File: src/rtl/sdram_wr_ctrl_if.sv
// FIFO read side and SDRAM-controller burst-write port of sdram_wr_ctrl.
// The master modport is the controller's view; the slave modport is the FIFO/SDRAM side.
interface sdram_wr_ctrl_if #(
    parameter int ADDR_W  = 22,
    parameter int USEDW_W = 9
);
    logic [USEDW_W-1:0] wrf_usedw;
    logic [15:0]        wrf_dout;
    logic               wrf_rdreq;
    logic               sdwr_req;
    logic [ADDR_W-1:0]  sdwr_addr;
    logic               sdwr_ack;
    logic               sdwr_dreq;
    logic [15:0]        sdwr_data;

    modport master (
        input  wrf_usedw, wrf_dout, sdwr_ack, sdwr_dreq,
        output wrf_rdreq, sdwr_req, sdwr_addr, sdwr_data
    );

    modport slave (
        output wrf_usedw, wrf_dout, sdwr_ack, sdwr_dreq,
        input  wrf_rdreq, sdwr_req, sdwr_addr, sdwr_data
    );
endinterface

File: src/rtl/sdram_wr_ctrl.sv
// Drains the capture write FIFO into fixed-length SDRAM write bursts at
// frame-linear addresses, ping-ponging between two frame banks.
module sdram_wr_ctrl #(
    parameter int BURST_LEN   = 8,
    parameter int ADDR_W      = 22,
    parameter int FRAME_WORDS = 307200,
    parameter int USEDW_W     = 9
) (
    input  logic            clk,
    input  logic            rst_n,
    sdram_wr_ctrl_if.master bus,
    input  logic            frame_start,
    output logic            wr_bank,
    output logic            rd_bank,
    output logic            frame_done,
    output logic            err_udf
);
    localparam int AW = ADDR_W - 1;
    localparam int BW = $clog2(BURST_LEN) + 1;
    localparam logic [BW-1:0]      BEATS     = BW'(BURST_LEN);
    localparam logic [BW-1:0]      LAST_BEAT = BW'(BURST_LEN - 1);
    localparam logic [AW:0]        FRAME_END = (AW + 1)'(FRAME_WORDS);
    localparam logic [AW:0]        STEP_X    = (AW + 1)'(BURST_LEN);
    localparam logic [AW-1:0]      STEP      = AW'(BURST_LEN);
    localparam logic [USEDW_W-1:0] NEED      = USEDW_W'(BURST_LEN);

    typedef enum logic [1:0] {IDLE, REQ, DATA, UPD} state_t;

    state_t        state, state_nx;
    logic [AW-1:0] word_addr, word_addr_nx;
    logic [BW-1:0] beat, beat_nx;
    logic          pending, pending_nx;
    logic          wr_bank_nx;
    logic          pop;
    logic          at_frame_end;

    assign pop          = (state == DATA) && bus.sdwr_dreq && (beat < BEATS);
    assign at_frame_end = ({1'b0, word_addr} + STEP_X) == FRAME_END;

    assign bus.wrf_rdreq = pop;
    assign bus.sdwr_data = bus.wrf_dout;
    assign bus.sdwr_req  = (state == REQ);
    assign rd_bank       = ~wr_bank;
    assign frame_done    = (state == UPD) && at_frame_end;

    always_comb begin
        state_nx     = state;
        word_addr_nx = word_addr;
        beat_nx      = beat;
        wr_bank_nx   = wr_bank;
        pending_nx   = pending | frame_start;
        case (state)
            IDLE: begin
                // A frame start while already at word 0 needs no realignment.
                if (word_addr == '0) pending_nx = 1'b0;
                if (bus.wrf_usedw >= NEED) state_nx = REQ;
            end
            REQ: begin
                if (bus.sdwr_ack) state_nx = DATA;
            end
            DATA: begin
                if (pop) begin
                    if (beat == LAST_BEAT) begin
                        beat_nx  = '0;
                        state_nx = UPD;
                    end else begin
                        beat_nx = beat + 1'b1;
                    end
                end
            end
            UPD: begin
                pending_nx = frame_start;
                if (at_frame_end || pending) begin
                    word_addr_nx = '0;
                    wr_bank_nx   = ~wr_bank;
                end else begin
                    word_addr_nx = word_addr + STEP;
                end
                state_nx = IDLE;
            end
            default: state_nx = IDLE;
        endcase
    end

    always_ff @(posedge clk or posedge rst_n) begin
        if (rst_n) begin
            state         <= IDLE;
            word_addr     <= '0;
            beat          <= '0;
            pending       <= 1'b0;
            wr_bank       <= 1'b0;
            err_udf       <= 1'b0;
            bus.sdwr_addr <= '0;
        end else begin
            state     <= state_nx;
            word_addr <= word_addr_nx;
            beat      <= beat_nx;
            pending   <= pending_nx;
            wr_bank   <= wr_bank_nx;
            if (state == IDLE) bus.sdwr_addr <= {wr_bank, word_addr};
            if (pop && (bus.wrf_usedw == '0)) err_udf <= 1'b1;
        end
    end
endmodule

File: src/flat_wrapper.sv
// flat-port wrapper written by rule: the top's interface ports become plain ports
module sdram_wr_ctrl_flat 
#(
    parameter int BURST_LEN   = 8,
    parameter int ADDR_W      = 22,
    parameter int FRAME_WORDS = 307200,
    parameter int USEDW_W     = 9
)
  (clk, rst_n, frame_start, wr_bank, rd_bank, frame_done, err_udf, bus_wrf_usedw, bus_wrf_dout, bus_sdwr_ack, bus_sdwr_dreq, bus_wrf_rdreq, bus_sdwr_req, bus_sdwr_addr, bus_sdwr_data);
  sdram_wr_ctrl_if #(.ADDR_W(ADDR_W), .USEDW_W(USEDW_W)) bus_i ();
  input  logic clk;
  input  logic rst_n;
  input  logic frame_start;
  output logic wr_bank;
  output logic rd_bank;
  output logic frame_done;
  output logic err_udf;
  input wire logic [$bits(bus_i.wrf_usedw)-1:0] bus_wrf_usedw;
  input wire logic [$bits(bus_i.wrf_dout)-1:0] bus_wrf_dout;
  input wire logic [$bits(bus_i.sdwr_ack)-1:0] bus_sdwr_ack;
  input wire logic [$bits(bus_i.sdwr_dreq)-1:0] bus_sdwr_dreq;
  output wire logic [$bits(bus_i.wrf_rdreq)-1:0] bus_wrf_rdreq;
  output wire logic [$bits(bus_i.sdwr_req)-1:0] bus_sdwr_req;
  output wire logic [$bits(bus_i.sdwr_addr)-1:0] bus_sdwr_addr;
  output wire logic [$bits(bus_i.sdwr_data)-1:0] bus_sdwr_data;
  assign bus_i.wrf_usedw = bus_wrf_usedw;
  assign bus_i.wrf_dout = bus_wrf_dout;
  assign bus_i.sdwr_ack = bus_sdwr_ack;
  assign bus_i.sdwr_dreq = bus_sdwr_dreq;
  assign bus_wrf_rdreq = bus_i.wrf_rdreq;
  assign bus_sdwr_req = bus_i.sdwr_req;
  assign bus_sdwr_addr = bus_i.sdwr_addr;
  assign bus_sdwr_data = bus_i.sdwr_data;
  sdram_wr_ctrl #(.BURST_LEN(BURST_LEN), .ADDR_W(ADDR_W), .FRAME_WORDS(FRAME_WORDS), .USEDW_W(USEDW_W)) u_core (.clk(clk), .rst_n(rst_n), .bus(bus_i), .frame_start(frame_start), .wr_bank(wr_bank), .rd_bank(rd_bank), .frame_done(frame_done), .err_udf(err_udf));
endmodule
File: config.mk
export PLATFORM = sky130hd
export DESIGN_NAME = sdram_wr_ctrl_flat
export DESIGN_NICKNAME = d
export VERILOG_FILES = /design/src/rtl/sdram_wr_ctrl_if.sv /design/src/rtl/sdram_wr_ctrl.sv /design/src/flat_wrapper.sv
export SDC_FILE = /design/constraint.sdc
export NUM_CORES = 1
export LEC_CHECK = 0
export CAP_MARGIN = 20
export CORE_ASPECT_RATIO = 1.1
export CORE_MARGIN = 1.5
export CORE_UTILIZATION = 40
export CTS_CLUSTER_SIZE = 20
export DETAILED_ROUTE_END_ITERATION = 8
export GPL_ROUTABILITY_DRIVEN = 1
export PLACE_DENSITY = 0.68
export RECOVER_POWER = 100
export SYNTH_ARGS = -nofsm -noshare
export SYNTH_HDL_FRONTEND = slang
export SYNTH_SLANG_ARGS = --single-unit
File: constraint.sdc
create_clock -name clk -period 2.3 [get_ports clk]
set_input_delay 0.345 -clock clk [delete_from_list [all_inputs] [get_ports clk]]
set_output_delay 0.345 -clock clk [all_outputs]
set_load 0.05 [all_outputs]
* After elaboration in Yosys (flattened, before gate mapping)
Cells that the tools add are included.
** Word-level totals
- Register bits after elaboration :: 52
- Output and inout bits :: 44
** Operators by class
- Add/sub/neg operators :: 3
- $lt $le $gt $ge :: 2
- Equal/unequal tests :: 9
- Muxes and demuxes :: 9
- Bitwise operators :: 2
- Reductions and logical operators :: 11
** Operators with widths (number)
- $add 21x4->22 const B :: 1
- $eq 22x19->1 const B :: 1
- $add 21x4->21 const B :: 1
- $logic_not 21->1 :: 1
- $mux 21 :: 1
- $ge 9x4->1 const B :: 1
- $logic_not 9->1 :: 1
- $mux 2 :: 4
- $pmux 2 s4 :: 1
- $add 4x1->4 const B :: 1
- $eq 2x2->1 const B :: 2
- $eq 4x3->1 const B :: 1
- $logic_and 1x1->1 :: 4
- $lt 4x4->1 const B :: 1
- $mux 4 :: 1
- $ne 2x1->1 const B :: 2
- $ne 2x2->1 const B :: 2
- $reduce_and 2->1 :: 2
- $reduce_and 4->1 :: 1
- $eq 2x1->1 const B :: 1
- $logic_not 2->1 :: 1
- $pmux 1 s2 :: 1
- $logic_or 1x1->1 :: 1
- $mux 1 :: 1
- 2 further kinds :: 2

* Logic depth before layout (Yosys ltp)
Gate-level depths: netlist (run 1).
- Depth after elaboration :: 5
- Gate-level depth with buffers :: 8
- Gate-level depth less buffers :: 8

* Worst setup path before layout (run 1)
OpenSTA, ideal clock, no wires.
- Path kind :: register to output
- From :: register u_core.word_addr[3]
- To :: output port frame_done
- Arrival :: 2.877 ns
- Data required time :: 1.955 ns
- Slack :: -0.922 ns
- Cell stages (with the launch flop) :: 9
- Path buffers :: 1
- Cells stage by stage :: dfrtp_1 ha_1 clkbuf_1 nand4_1 nor4_1 xor2_1 nor2_1 nand2_1 nor4_1
** Between the ends
- Word-level cells in the longest chain between the ends :: 3
** RTL lines
- from (decl) :: line sdram_wr_ctrl.sv:30 : logic [AW-1:0] word_addr, word_addr_nx;
- from (signal assigned) :: line sdram_wr_ctrl.sv:96 : word_addr <= word_addr_nx;
- $add 21x4->22 :: line sdram_wr_ctrl.sv:38 : assign at_frame_end = ({1'b0, word_addr} + STEP_X) == FRAME_END;
- $eq 22x19->1 :: line sdram_wr_ctrl.sv:38
- $logic_and 1x1->1 :: line sdram_wr_ctrl.sv:44 : assign frame_done = (state == UPD) && at_frame_end;
- to (decl) :: line flat_wrapper.sv:16 : output logic frame_done;
No other way between the ends.

* Final worst setup path (run 1)
- From :: register u_core.word_addr[4]
- To :: output port frame_done
The elaborated chain is that of the path after synthesis.

==> qor.csv, run 1 <==
metric;value;unit
outcome;finished, violations left;
failing checks;setup timing;
Slew HR;0.358;
fin crit share;1.06;
pin count of the biggest net entering global routing;27;
final setup fails;1;
Syn Inst Count;278;
Distinct cells, synth;58;
DP Worst Slack;81.9;ps
WL/cell;15.5;um
crit path capture type;output port;
P_leak;0.00142;uW
Total Power;3000;uW
CTS tree;built;
hold crit path type;reg2reg;
DRC Markers;0;
ys flop type;dfrtp_1;
Setup crit start;u_core.word_addr[4];
Die Ht;89.2;um
Area growth, synth to finish;22.7;%
die area;0.00725;sq mm
Final Skew;7.73;ps
core area;0.00656;sq mm
fmax;409;MHz
Slew @ Worst Pin;963;ps
antenna-violating nets left;0;
Final WS setup;-142;ps
RSZ-0062 raised after global routing;true;
fin crit period;2440;ps
count of input and output buffers;38;
Syn. warnings;0;
Longest Clk Path Bufs;2;
CTS Sinks;46;
sequential power share;0.360;
critical path required time;1960;ps
critical path peak fanout;5;
die span in x;81.3;um
placed cell count;385;
Initial DRT Pass Iterations;7;
switch share;0.419;
CTS root buf;clkbuf_8;
# rows;31;
Sw Pwr;1260;uW
Mapped Area;0.00270;sq mm
async set or reset register ratio after synthesis;1.00;
vias in the first global route;2137;
R2R Path Start;u_core.state[1];
Final Max Slew Viols;0;
MaxCap Viol Count;0;
via count;2245;
Initial Util;0.412;
Placed Area;0.00317;sq mm
fin area;0.00331;sq mm
# hold bufs at CTS;0;
antenna violations before repair;0;
cells on worst reg2reg path;6;
PD cells;906;mW/mm^2
H-tree lvl count;2;
Combinational Power Share;0.464;
Final #Nets;348;
share of the yosys chip area belonging to registers;0.427;
min-delay src;u_core.beat[3];
Seq cells post-synth;46;
Worst Setup Start Kind;flip-flop;
Iteration-0 DRC Markers;214;
GRT overflow;0;
Synth area leaders;dfrtp_1 43%, mux2_2 8.8%, buf_4 6.1%, o21ai_0 3.7%, nand2_1 3.2%;
GRT Total Usage;0.184;
# diodes;0;
Internal;1740;uW
later-pin clock latency in the skew report;310;ps
clock share of power;0.176;
Vias/cell;5.68;
routed wire length;6.11;mm
Hold Vio Cnt, Final;0;
ratio of cells with drive above 1 in the final layout;0.230;
worst hold path stage count;1;
Worst EP arrival;2100;ps
first-pass GRT wire length;10.4;mm
hpwl dp;4.34;mm
global placement routability congestion;0.937;
Syn Area/Cell;9.71;sq um
Layout Cells excl Fill;395;
IO Count;74;
CTS buffer count;5;
Yosys top cell by area;dfrtp_1;
clock-pin slew on the worst setup and hold paths;90;ps
Synth top area share;0.427;
EDFF count, synth;0;
Filler Cell Count;599;
Peak VDD IR;0.647;mV
critical path type;reg2out;
final core occ;0.505;
timing repair:
| action | CTS | global route |
|---|---|---|
| buffers inserted | 2 | 0 |
| setup endpoints to repair | 1 | 1 |
| pin swaps | 0 | 1 |
| gates resized for setup | 3 | 9 |
| cloned | 0 | 0 |
per-stage QoR:
step | hold slack (ps) | TNS (ps)
finish | 491 | -142
CTS | 377 | -151
detailed placement | 471 | 0
floorplan | 435 | 0
global placement | 450 | 0
global route | 506 | -343
flip-flops by register name (all words and copies together), names as in the netlist:
| signal | cells |
|---|---|
| u_core.word_addr | 18 |
| u_core.bus.sdwr_addr | 19 |
| u_core.err_udf | 1 |
| u_core.state | 2 |
| u_core.beat | 4 |
| u_core.wr_bank | 1 |
| u_core.pending | 1 |
cell usage in the layout, fill, tap and decap left out, drive strengths merged, types with 11 or more instances in the layout:
| cell | synthesis | layout |
|---|---|---|
| dfrtp | 46 | 46 |
| clkdlybuf4s50 | 0 | 35 |
| nand2 | 23 | 23 |
| buf | 32 | 23 |
| mux2 | 21 | 21 |
| o21ai | 20 | 20 |
| nor3 | 13 | 13 |
| nand3 | 12 | 12 |
| a21oi | 11 | 11 |
| nor4 | 11 | 11 |
| clkbuf | 7 | 11 |
path summary, 6_finish.rpt:
kind,end,slack [ps]
worst max-delay path,frame_done,-140
worst min-delay path,u_core.beat[3],490
worst max register to register,u_core.word_addr[19],160
worst min register to register,u_core.beat[3],490
max in group asynchronous,u_core.word_addr[4],540
min in group asynchronous,u_core.beat[0],610
per-layer routing:
metal | share of wire | vias up | track usage
li1 | - | 1047 | -
met1 | 0.44 | 1099 | 0.241
met2 | 0.48 | 87 | 0.298
met3 | 0.064 | 12 | 0.0408
met4 | 0.017 | 0 | 0.0705
met5 | 0 | - | 0
final cells by class:
class	count	area [sq um]	area share
multi-input cells	184	1340	0.404
repair buffers	64	582	0.176
well taps	82	103	0.0310
flip-flops and latches	46	1150	0.348
inverters	11	41.3	0.0125
clock inverters	2	12.5	0.00378
clock buffers	6	82.6	0.0249
cell usage after synthesis (8+ instances only):
| master | n |
|---|---|
| nand3_1 | 11 |
| nor2_1 | 9 |
| nor3_1 | 12 |
| dfrtp_1 | 46 |
| mux2_2 | 21 |
| buf_4 | 22 |
| nand2_1 | 23 |
| a21oi_1 | 11 |
| inv_1 | 10 |
| o21ai_0 | 20 |
| nor4_1 | 10 |
| nand4_1 | 8 |
cell families (layout without fill, tap and decap cells):
| kind of cell | Yosys count | count (layout) | share of synthesized area |
|---|---|---|---|
| compound gates | 51 | 51 | 0.119 |
| other cells | 1 | 3 | 0.00139 |
| mux | 21 | 21 | 0.0876 |
| simple gates | 94 | 94 | 0.200 |
| fa+ha+maj | 6 | 6 | 0.0278 |
| flops | 46 | 46 | 0.427 |
| buf+inv | 50 | 83 | 0.106 |
| xor+xnor | 9 | 9 | 0.0320 |
power groups by stage:
stage          registers, uW  clock network (uW)  logic (uW)
6_report                1080                 528        1390
5_1_grt                 1100                 577        1510
4_1_cts                 1060                 540        1410
3_5_place_dp            1080                   0        1380
3_3_place_gp            1070                   0        1360
2_1_floorplan           1200                   0         891
critical path, stage by stage (launching register included):
cell and delay, ps:
dfrtp_2 460, buf_4 170, a211o_1 290, a21oi_1 150, o211a_1 220, nand2_1 100, nor4_4 220, buf_12 180
Note: power is estimated with default switching activity, not from simulation.
==> inputs of run 2 (changes only) <==
--- a/config.mk
+++ b/config.mk
@@ -9,6 +9,7 @@
 export CORE_ASPECT_RATIO = 1.1
 export CORE_MARGIN = 1.5
 export CORE_UTILIZATION = 40
+export CTS_BUF_LIST = sky130_fd_sc_hd__clkbuf_16
 export CTS_CLUSTER_SIZE = 20
 export DETAILED_ROUTE_END_ITERATION = 8
 export GPL_ROUTABILITY_DRIVEN = 1
==> run 2 against run 1 <==
Compared with the run above:
- the flow still finishes with violations (setup timing)
- highest routed layer unchanged
- global-route usage rose by 0.15 points
- critical path depth did not move
- clock power rose by 32%
- die area did not move
- count of clock-buffer cells in the layout fell by 1
- critical endpoint unchanged
- flip-flop and latch count did not move
- fmax fell by 1.5%
- hold slack got worse by 6.7 ps
- final cell count did not move
==> qor.csv, run 2 (synthesis results as in run 1) <==
metric;value;unit
outcome;finished, violations left;
failing checks;setup timing;
Final #Nets;348;
grt met2 use;0.301;
Hold Vio Cnt, Final;0;
critical path required time;1960;ps
DP Worst Slack;81.9;ps
CTS Sinks;46;
Worst EP arrival;2130;ps
placed cell count;385;
Longest Clk Path Bufs;2;
later-pin clock latency in the skew report;290;ps
hpwl dp;4.34;mm
Layout Cells excl Fill;395;
Final WS setup;-180;ps
Peak VDD IR;0.696;mV
GRT overflow;0;
antenna violations before repair;0;
most common cell after layout, fill and taps aside;dfrtp_1;
Filler Cell Count;593;
GRT Total Usage;0.186;
R2R Setup Slk;150;ps
WL/cell;15.6;um
CTS tree;built;
via count;2215;
die span in x;81.3;um
fin crit share;1.08;
Most flops, register;u_core.bus.sdwr_addr;
Final Max Slew Viols;0;
global placement routability congestion;0.937;
Initial Util;0.412;
number of flip-flops under the largest register name;19;
Vias/cell;5.61;
Area growth, synth to finish;22.9;%
crit-path cells;ha_2 -> nand4_1 -> nor3_2 -> xnor2_1 -> nand2_1 -> nor4_4 -> buf_12;
fin crit period;2480;ps
MaxCap Viol Count;0;
ratio of cells with drive above 1 in the final layout;0.217;
critical path peak fanout;7;
Worst path slowest cell;dfrtp_1;
RSZ-0062 raised after global routing;true;
final setup fails;1;
Slew HR;0.391;
PD cells;948;mW/mm^2
P_leak;0.00143;uW
Slew @ Worst Pin;913;ps
commonest non-fill, non-tap cells in the layout;46 x dfrtp_1, 35 x clkdlybuf4s50_1, 23 x nand2_1;
met3 Usage GRT;0.0418;
Initial DRT Pass Iterations;4;
top flop regs;u_core.bus.sdwr_addr: 19 flops, u_core.word_addr: 18 flops, u_core.beat: 4 flops;
die area;0.00725;sq mm
# rows;31;
CP bufs+invs;1;
first-pass GRT wire length;10.5;mm
hold crit path type;reg2reg;
CTS buffer count;5;
crit path capture type;output port;
IO Count;74;
Top delay family on crit path;simple AND/OR/NAND/NOR gates;
fmax;403;MHz
setup TNS;-180;ps
CTS root buf;clkbuf_16;
critical path's largest stage delay;420;ps
pin count of the biggest net entering global routing;27;
critical path type;reg2out;
H-tree lvl count;2;
Iteration-0 DRC Markers;218;
met1 Use GR;0.242;
core area;0.00656;sq mm
Worst Setup Start Kind;flip-flop;
Final Skew;2.69;ps
clock-pin slew on the worst setup and hold paths;60;ps
antenna-violating nets left;0;
vias in the first global route;2171;
count of input and output buffers;38;
Die Ht;89.2;um
Total Power;3140;uW
# diodes;0;
most crowded layer after global routing;met2;
routed wire length;6.15;mm
DRC Markers;0;
run 2: cell types whose count changed in the layout (fill, tap and decap cells not counted), sizes merged:
cell and delta:
clkbuf -1, clkinv +1
run 2: final timing paths:
kind | depth (start not counted) | start | to
setup reg to reg | 8 | u_core.word_addr[4] | u_core.wr_bank
min in group asynchronous | 2 | rst_n | u_core.beat[0]
max in group asynchronous | 3 | rst_n | u_core.word_addr[15]
setup / recovery | 7 | u_core.word_addr[4] | frame_done
hold reg to reg | 1 | u_core.beat[3] | u_core.beat[3]
hold / removal | 1 | u_core.beat[3] | u_core.beat[3]
run 2: area by class of cell:
class	instances	area (sq um)	area share
Multi-Input combinational cell	184	1300	0.393
Inverter	11	41.3	0.0124
Timing Repair Buffer	64	578	0.174
Tap cell	82	103	0.0309
Clock buffer	5	125	0.0377
Sequential cell	46	1150	0.347
Clock inverter	3	16.3	0.00490
run 2: power by group:
part           internal [uW]  switching (uW)
Sequential               948             119
Combinational            539             839
Clock                    397             303
run 2: metrics by stage:
step / utilization / hold slack [ps] / cell area [sq um]
floorplan: - / 435 / 2720
global placement: 0.484 / 450 / 3170
detailed placement: 0.484 / 471 / 3170
CTS: 0.510 / 407 / 3340
global route: 0.506 / 499 / 3320
finish: 0.506 / 484 / 3320
run 2: per-layer routing:
layer / wire (um) / up-vias / share of wire
met2: 2950 / 84 / 0.48
li1: - / 1044 / -
met5: 0 / - / 0
met4: 135 / 0 / 0.022
met3: 378 / 16 / 0.061
met1: 2690 / 1071 / 0.44
run 2: timing repair:
action | in CTS | in global routing
cloned | 0 | 0
gates resized for setup | 3 | 1
setup endpoints to repair | 1 | 1
hold buffers | 0 | 0
setup buffers | 2 | 0
run 2: worst reg2reg max path, cell delays in order, from the launching register on:
cell and delay (ps):
dfrtp_1 420, ha_2 270, nand4_1 150, nor3_2 170, xnor2_1 180, buf_4 160
o2111ai_1 210, or4_1 450, nand3_1 80
